`src/rtl/axi_read_arbiter_pkg.sv`:
```
// axi_read_arbiter_pkg: shared state encoding and response constants for the
// two-master AXI read arbiter. Revision 1.0
`default_nettype none

package axi_read_arbiter_pkg;

   typedef enum logic [1:0] {
      IDLE = 2'd0,
      ADDR = 2'd1,
      DATA = 2'd2
   } arb_state_t;

   localparam logic [1:0] RESP_OKAY = 2'b00;

endpackage

`default_nettype wire

```
`src/rtl/axi_read_arbiter_rr_arb2.sv`:
```
// rr_arb2: combinational two-way round-robin grant. On a tie the master that
// was not granted last wins. Revision 1.0
`default_nettype none

module rr_arb2 (
   input  logic [1:0] req,
   input  logic       last_grant,
   output logic       grant
);

   always_comb begin
      grant = 1'b0;
      case (req)
         2'b01:   grant = 1'b0;
         2'b10:   grant = 1'b1;
         2'b11:   grant = ~last_grant;
         default: grant = 1'b0;
      endcase
   end

endmodule

`default_nettype wire

```
`src/rtl/axi_read_arbiter.sv`:
```
// axi_read_arbiter: shares one read-only AXI slave between two masters with a
// single outstanding transaction and round-robin fairness. Revision 1.0
`default_nettype none

module axi_read_arbiter
   import axi_read_arbiter_pkg::*;
#(
   parameter int ADDR_W = 32,
   parameter int DATA_W = 32,
   parameter int ID_W   = 4
) (
   input  logic              clock,
   input  logic              reset,

   input  logic              m0_arvalid,
   input  logic [ADDR_W-1:0] m0_araddr,
   input  logic [ID_W-1:0]   m0_arid,
   output logic              m0_arready,
   output logic              m0_rvalid,
   output logic [DATA_W-1:0] m0_rdata,
   output logic [1:0]        m0_rresp,
   output logic              m0_rlast,
   output logic [ID_W-1:0]   m0_rid,
   input  logic              m0_rready,

   input  logic              m1_arvalid,
   input  logic [ADDR_W-1:0] m1_araddr,
   input  logic [ID_W-1:0]   m1_arid,
   output logic              m1_arready,
   output logic              m1_rvalid,
   output logic [DATA_W-1:0] m1_rdata,
   output logic [1:0]        m1_rresp,
   output logic              m1_rlast,
   output logic [ID_W-1:0]   m1_rid,
   input  logic              m1_rready,

   output logic              s_arvalid,
   output logic [ADDR_W-1:0] s_araddr,
   output logic [ID_W-1:0]   s_arid,
   input  logic              s_arready,
   input  logic              s_rvalid,
   input  logic [DATA_W-1:0] s_rdata,
   input  logic [1:0]        s_rresp,
   input  logic              s_rlast,
   input  logic [ID_W-1:0]   s_rid,
   output logic              s_rready
);

   arb_state_t r_state;
   logic       r_grant;
   logic       r_last_grant;

   logic       w_grant;
   logic [1:0] w_req;
   logic       w_in_addr;
   logic       w_in_data;
   logic       w_to_m0;
   logic       w_to_m1;

   assign w_req     = {m1_arvalid, m0_arvalid};
   assign w_in_addr = (r_state == ADDR);
   assign w_in_data = (r_state == DATA);
   assign w_to_m0   = w_in_data & ~r_grant;
   assign w_to_m1   = w_in_data &  r_grant;

   rr_arb2 u_rr_arb2 (
      .req        (w_req),
      .last_grant (r_last_grant),
      .grant      (w_grant)
   );

   always_ff @(posedge clock) begin
      if (reset) begin
         r_state      <= IDLE;
         r_grant      <= 1'b0;
         r_last_grant <= 1'b1;
      end else begin
         case (r_state)
            IDLE: begin
               if (|w_req) begin
                  r_grant <= w_grant;
                  r_state <= ADDR;
               end
            end
            ADDR: begin
               if (s_arvalid && s_arready) begin
                  r_last_grant <= r_grant;
                  r_state      <= DATA;
               end
            end
            DATA: begin
               // Only the last beat ends the burst; rready low stalls here.
               if (s_rvalid && s_rready && s_rlast) begin
                  r_state <= IDLE;
               end
            end
            default: r_state <= IDLE;
         endcase
      end
   end

   // Address channel: pass the granted master straight through while in ADDR.
   assign s_arvalid  = w_in_addr & (r_grant ? m1_arvalid : m0_arvalid);
   assign s_araddr   = r_grant ? m1_araddr : m0_araddr;
   assign s_arid     = r_grant ? m1_arid   : m0_arid;
   assign m0_arready = w_in_addr & ~r_grant & s_arready;
   assign m1_arready = w_in_addr &  r_grant & s_arready;

   assign s_rready   = w_in_data & (r_grant ? m1_rready : m0_rready);

   assign m0_rvalid  = w_to_m0 & s_rvalid;
   assign m0_rdata   = w_to_m0 ? s_rdata : '0;
   assign m0_rresp   = w_to_m0 ? s_rresp : RESP_OKAY;
   assign m0_rlast   = w_to_m0 & s_rlast;
   assign m0_rid     = w_to_m0 ? s_rid   : '0;

   assign m1_rvalid  = w_to_m1 & s_rvalid;
   assign m1_rdata   = w_to_m1 ? s_rdata : '0;
   assign m1_rresp   = w_to_m1 ? s_rresp : RESP_OKAY;
   assign m1_rlast   = w_to_m1 & s_rlast;
   assign m1_rid     = w_to_m1 ? s_rid   : '0;

endmodule

`default_nettype wire

```
`config.mk`:
```
export PLATFORM = sky130hd
export DESIGN_NAME = axi_read_arbiter
export DESIGN_NICKNAME = d
export VERILOG_FILES = /design/src/rtl/axi_read_arbiter_pkg.sv /design/src/rtl/axi_read_arbiter_rr_arb2.sv /design/src/rtl/axi_read_arbiter.sv
export SDC_FILE = /design/constraint.sdc
export NUM_CORES = 1
export LEC_CHECK = 0
export ABC_AREA = 1
export CORE_AREA = 5 5 89 91
export CTS_CLUSTER_DIAMETER = 150
export DETAILED_ROUTE_END_ITERATION = 8
export DIE_AREA = 0 0 94 96
export HOLD_SLACK_MARGIN = 0.12
export PLACE_DENSITY = 0.74
export SLEW_MARGIN = 30
export SYNTH_ARGS = -nofsm -noshare
export SYNTH_HDL_FRONTEND = slang
export SYNTH_HIERARCHICAL = 1
export SYNTH_SLANG_ARGS = --single-unit
```
`constraint.sdc`:
```
create_clock -name clock -period 1.45 [get_ports clock]
set_clock_uncertainty 0.15 [all_clocks]
set_input_delay 0.2175 -clock clock [delete_from_list [all_inputs] [get_ports clock]]
set_output_delay 0.2175 -clock clock [all_outputs]
set_load 0.01 [all_outputs]
```
======== Word level (Yosys, flattened, before mapping) ========
Index checks and enable logic that the tools add are counted.
storage, ports and cells
  flip-flop bits (word level) ............. 4
  bits in latches ......................... 0
  RAM bits ................................ 0
  memory bits (read-only) ................. 0
  input port bits ......................... 119
  output and inout bits ................... 120
  word-level logic and storage cells ...... 47
  memories ................................ 0
operators by class
  $add $sub $neg .......................... 0
  multipliers ............................. 0
  div/mod/pow operators ................... 0
  $lt $le $gt $ge ......................... 0
  equality and inequality tests ........... 7
  shift operators ......................... 0
  muxes and demuxes ....................... 15
  bitwise logic cells ..................... 14
  reduce and logical (&&, ||, !) cells .... 8
operator list
  operator                                                number
  2-to-1 mux 32 bit                                       3
  bitwise AND 1 bit                                       12
  2-to-1 mux 4 bit                                        3
  2-to-1 mux 2 bit                                        5
  == test 2 bit (second input constant)                   3
  case mux 2 bit (3 select lines)                         1
  inequality test 2 x 1 -> 1 bit (second input constant)  2
  AND reduction 2 bit                                     2
  logical AND 1 bit                                       3
  AND reduction 3 bit                                     1
  == test 2 x 1 -> 1 bit (second input constant)          1
  zero test 2 bit                                         1
  2-to-1 mux 1 bit                                        2
  inequality test 2 bit (second input constant)           1
  NOT 1 bit                                               2
  case mux 1 bit (2 select lines)                         1
  OR reduction 2 bit                                      1

======== Logic depth before layout (Yosys ltp) ========
  depth in word-level cells ............... 6
  depth in mapped cells ................... 7

======== By module ========
The synthesis kept the hierarchy.
modules (own cells, without submodules)
  module            instances  cells an instance  area an instance (um^2)  sequential area each (um^2)
  axi_read_arbiter  1          287                1193.6                   80.1
  rr_arb2           1          2                  12.5                     0.0

======== Worst setup path after synthesis ========
OpenSTA, ideal clock, no wires.
  kind .................................... reg2out
  start ................................... reg r_grant
  end ..................................... out s_araddr[10]
  arrival ................................. 0.892 ns
  setup slack ............................. 0.190 ns
  cell stages (with the launch flop) ...... 6
  cells stage by stage .................... dfxtp_1 > inv_2 > buf_4 > buf_2 > nand2_1 > nand2_1
on the way
  cells in the longest elaborated chain, start to end .. 1
ends and longest elaborated chain
  element                 RTL line                 text
  start, declared         axi_read_arbiter.sv:50   logic r_grant;
  start signal, assigned  axi_read_arbiter.sv:81   r_grant <= w_grant;
  2-to-1 mux 32 bit       axi_read_arbiter.sv:104  assign s_araddr = r_grant ? m1_araddr : m0_araddr;
  end, declared           axi_read_arbiter.sv:38   output logic [ADDR_W-1:0] s_araddr,
Every way passes these cells.

======== Worst setup path in the final report ========
  start ................................... reg r_state[1]
  end ..................................... out m0_rdata[5]
on the way
  cells in the longest elaborated chain, start to end .. 3
ends and longest elaborated chain
  element                 RTL line                 text
  start, declared         axi_read_arbiter.sv:49   arb_state_t r_state;
  start signal, assigned  axi_read_arbiter.sv:74   r_state <= IDLE;
  start signal, assigned  axi_read_arbiter.sv:82   r_state <= ADDR;
  start signal, assigned  axi_read_arbiter.sv:88   r_state <= DATA;
  == test 2 bit           axi_read_arbiter.sv:62   assign w_in_data = (r_state == DATA);
  bitwise AND 1 bit       axi_read_arbiter.sv:63   assign w_to_m0 = w_in_data & ~r_grant;
  2-to-1 mux 32 bit       axi_read_arbiter.sv:112  assign m0_rdata = w_to_m0 ? s_rdata : '0;
  end, declared           axi_read_arbiter.sv:20   output logic [DATA_W-1:0] m0_rdata,
Every way passes these cells.

==> run_results.csv <==
group,metric,value,unit
status,outcome,"complete, but fails checks",
status,violations,"setup timing",
final_layout,drive_gt1_frac,0.565,
power,power.density,438,nW/µm²
timing,rsz0062_at_grt,"true",
setup_path,regToRegSetupSlack,0.02,ns
synthesis,synth_top_area_frac,0.380,
clock_network,ctsLongestPathBuffers,2,
timing,maxSlewHeadroom,0.849,
clock_network,cts-hold-fix-buffers,0,
timing,tightestPinTransition,0.224,ns
routing,initialDrtViolationCount,55,
placement,dpl.hpwl,7130,µm
global_route,antenna_found_initial,0,
setup_path,rr_endpoint,"r_last_grant",
setup_path,worstReg2RegStart,"r_grant",
final_layout,layout.nets,687,
synthesis,synth_top_area_cell,"nand2_1",
clock_network,cts_htree_levels,1,
synthesis,synth_seq_cells,4,
hold_path,hold_path_class,"reg2reg",
global_route,overflow,0,
placement,io_buffers,238,
final_layout,diodes,0,
placement,gp_congestion,0.821,
routing,dr.pass1.iters,4,
timing,fmaxAchievable,600,MHz
hold_path,hold_depth,2,
timing,timing.final.crit_share,1.15,
routing,via_count,2858,
global_route,grt_max_degree,41,
setup_path,r2r_cells,10,
clock_network,cts-root-buf,"clkbuf_8",
final_layout,final_util,0.649,
routing,wl_per_cell,16.1,µm
die,io_pins,239,
clock_network,cts.clk_slew.worst_paths,0.03,ns
global_route,grt_pass1_wl,13500,µm
clock_network,cts_tree,"built",
setup_path,worstPathMaxFanout,10,
timing,setup_slack,-0.217,ns
die,row_count,31,
power,p_leak,0.00251,µW
global_route,grtUsageTotal,0.189,
timing,finalSetupViolCount,120,
synthesis,ys_types,15,
hold_path,hold_start,"r_last_grant",
die,die_y,96,µm
die,die_area,9020,µm²
routing,ant_nets,0,
synthesis,yosys_warnings,6,
hold_path,worstHoldEndpoint,"r_last_grant",
routing,routed_via_density,4.30,
routing,wl,10700,µm
setup_path,crit_type,"reg2out",
global_route,grt_pass1_vias,2846,
synthesis,synth_area_per_cell,4.17,µm²
power,vdd_ir_drop_max,0.357,mV
timing,finalHoldViolCount,0,
setup_path,cp_data_arrival_time,1.30,ns
synthesis,synth_area,1210,µm²
setup_path,critPathLaunchType,"flip-flop",
synthesis,postSynthNetCount,408,
timing,drv_slew,0,
clock_network,cts_buffers,3,
placement,placed_cells,625,
die,core_area,7060,µm²
final_layout,synthToLayoutAreaGrowth,280,%
synthesis,ys_top_cells_by_area,"nand2_1 38%, nor2_1 27%, inv_1 15%",
synthesis,seq_area_frac_synth,0.0664,
setup_path,crit_path_end_kind,"primary output",
die,initial_core_util,0.171,
job,drv_cap,0,
final_layout,final_cell_count_no_fill,665,
setup_path,crit_required,1.08,ns
routing,drc,0,
clock_network,clk_latency,0.22,ns
die,die_width,94,µm
timing,layout_min_cycle_time,1.67,ns
clock_network,cts_sinks,4,
synthesis,syn_inst,289,
-- where the power goes --
part	internal (µW)	total [µW]	switching, µW
Clock	177	232	55.4
Combinational	940	1640	695
Sequential	122	139	17.2
-- cell type report --
class | instances | area [µm²]
Sequential cell | 4 | 86.3
Tap cell | 99 | 124
Fill cell | 604 | 2480
Clock buffer | 3 | 41.3
Multi-Input combinational cell | 220 | 1380
Inverter | 49 | 191
Timing Repair Buffer | 290 | 2760
-- cells in the final DEF, fill, tap and decap left out, types with 4 or more instances in the layout --
master	netlist	layout
buf_12	0	8
nor2_4	0	12
nor2_2	1	36
nand2_4	0	23
nor2_1	86	39
inv_1	47	45
buf_6	1	54
clkbuf_16	0	4
buf_16	0	6
nand2_2	0	61
clkdlybuf4s50_1	0	118
buf_2	13	90
nand2_1	122	38
buf_4	2	8
-- worst max-delay path, cell delays in order, from the launching register on --
cell and delay [ns]:
dfxtp_2 0.32, inv_2 0.05, nor2_4 0.17, nand2_4 0.12, clkbuf_16 0.20, nor2_2 0.09, buf_2 0.14
-- cell usage after synthesis --
cell / number
nor2_2: 1
inv_2: 2
buf_6: 1
a21oi_1: 3
nor3_2: 1
dfxtp_1: 4
nand3_1: 3
nand2_1: 122
buf_2: 13
inv_1: 47
a21oi_2: 1
nor3_1: 1
o21ai_0: 2
buf_4: 2
nor2_1: 86
-- flip-flops by register name, summed over array words and instances (netlist names) --
register,flops
r_grant,1
r_state,2
r_last_grant,1
-- kinds of logic (layout without fill, tap and decap cells) --
| family | Yosys count | in the layout | share of synthesized area |
|---|---|---|---|
| and+or+nand+nor | 214 | 214 | 0.677 |
| buffers and inverters | 65 | 342 | 0.228 |
| AOI/OAI and AO/OA | 6 | 6 | 0.0280 |
| DFF | 4 | 4 | 0.0664 |
-- per-stage QoR --
stage               setup WS [ns]  setup TNS, ns  hold slack, ns  power [µW]  instance area, µm²
CTS                        -0.244         -15.67           0.344        1680                3880
floorplan                   0.190              0           0.140         498                1210
finish                     -0.217         -19.54           0.364        2010                4580
detailed placement         -0.455         -38.97           0.328        1230                3770
global placement           -0.417         -37.45           0.319        1220                3770
global route               -0.307         -26.81           0.393        2110                4580
-- routing by layer --
metal	vias to the layer above	wire, µm	GRT usage
li1	1378	-	-
met1	1296	3470	0.180
met2	156	5920	0.378
met3	28	959	0.0524
met4	0	347	0.0734
met5	-	0	0
-- worst max path at each step --
stage / start / end / slack (ns) / cells past startpoint
after detailed placement: s_arready / m1_arready / -0.46 / 4
after global placement: m1_arvalid / s_arvalid / -0.42 / 6
after CTS: r_state[1] / m0_rdata[15] / -0.24 / 6
after floorplan: r_grant / s_araddr[10] / 0.19 / 5
final: r_state[1] / m0_rdata[5] / -0.22 / 6
after global routing: r_state[1] / m0_rdata[5] / -0.31 / 6
-- repair_timing --
item                       in CTS  in global routing
setup endpoints to repair     120                122
setup buffers                  23                  4
resized for setup             571                170
pin swaps                      21                 35
gates cloned                    7                  6
No activity file was read; power rests on OpenSTA's default activity.
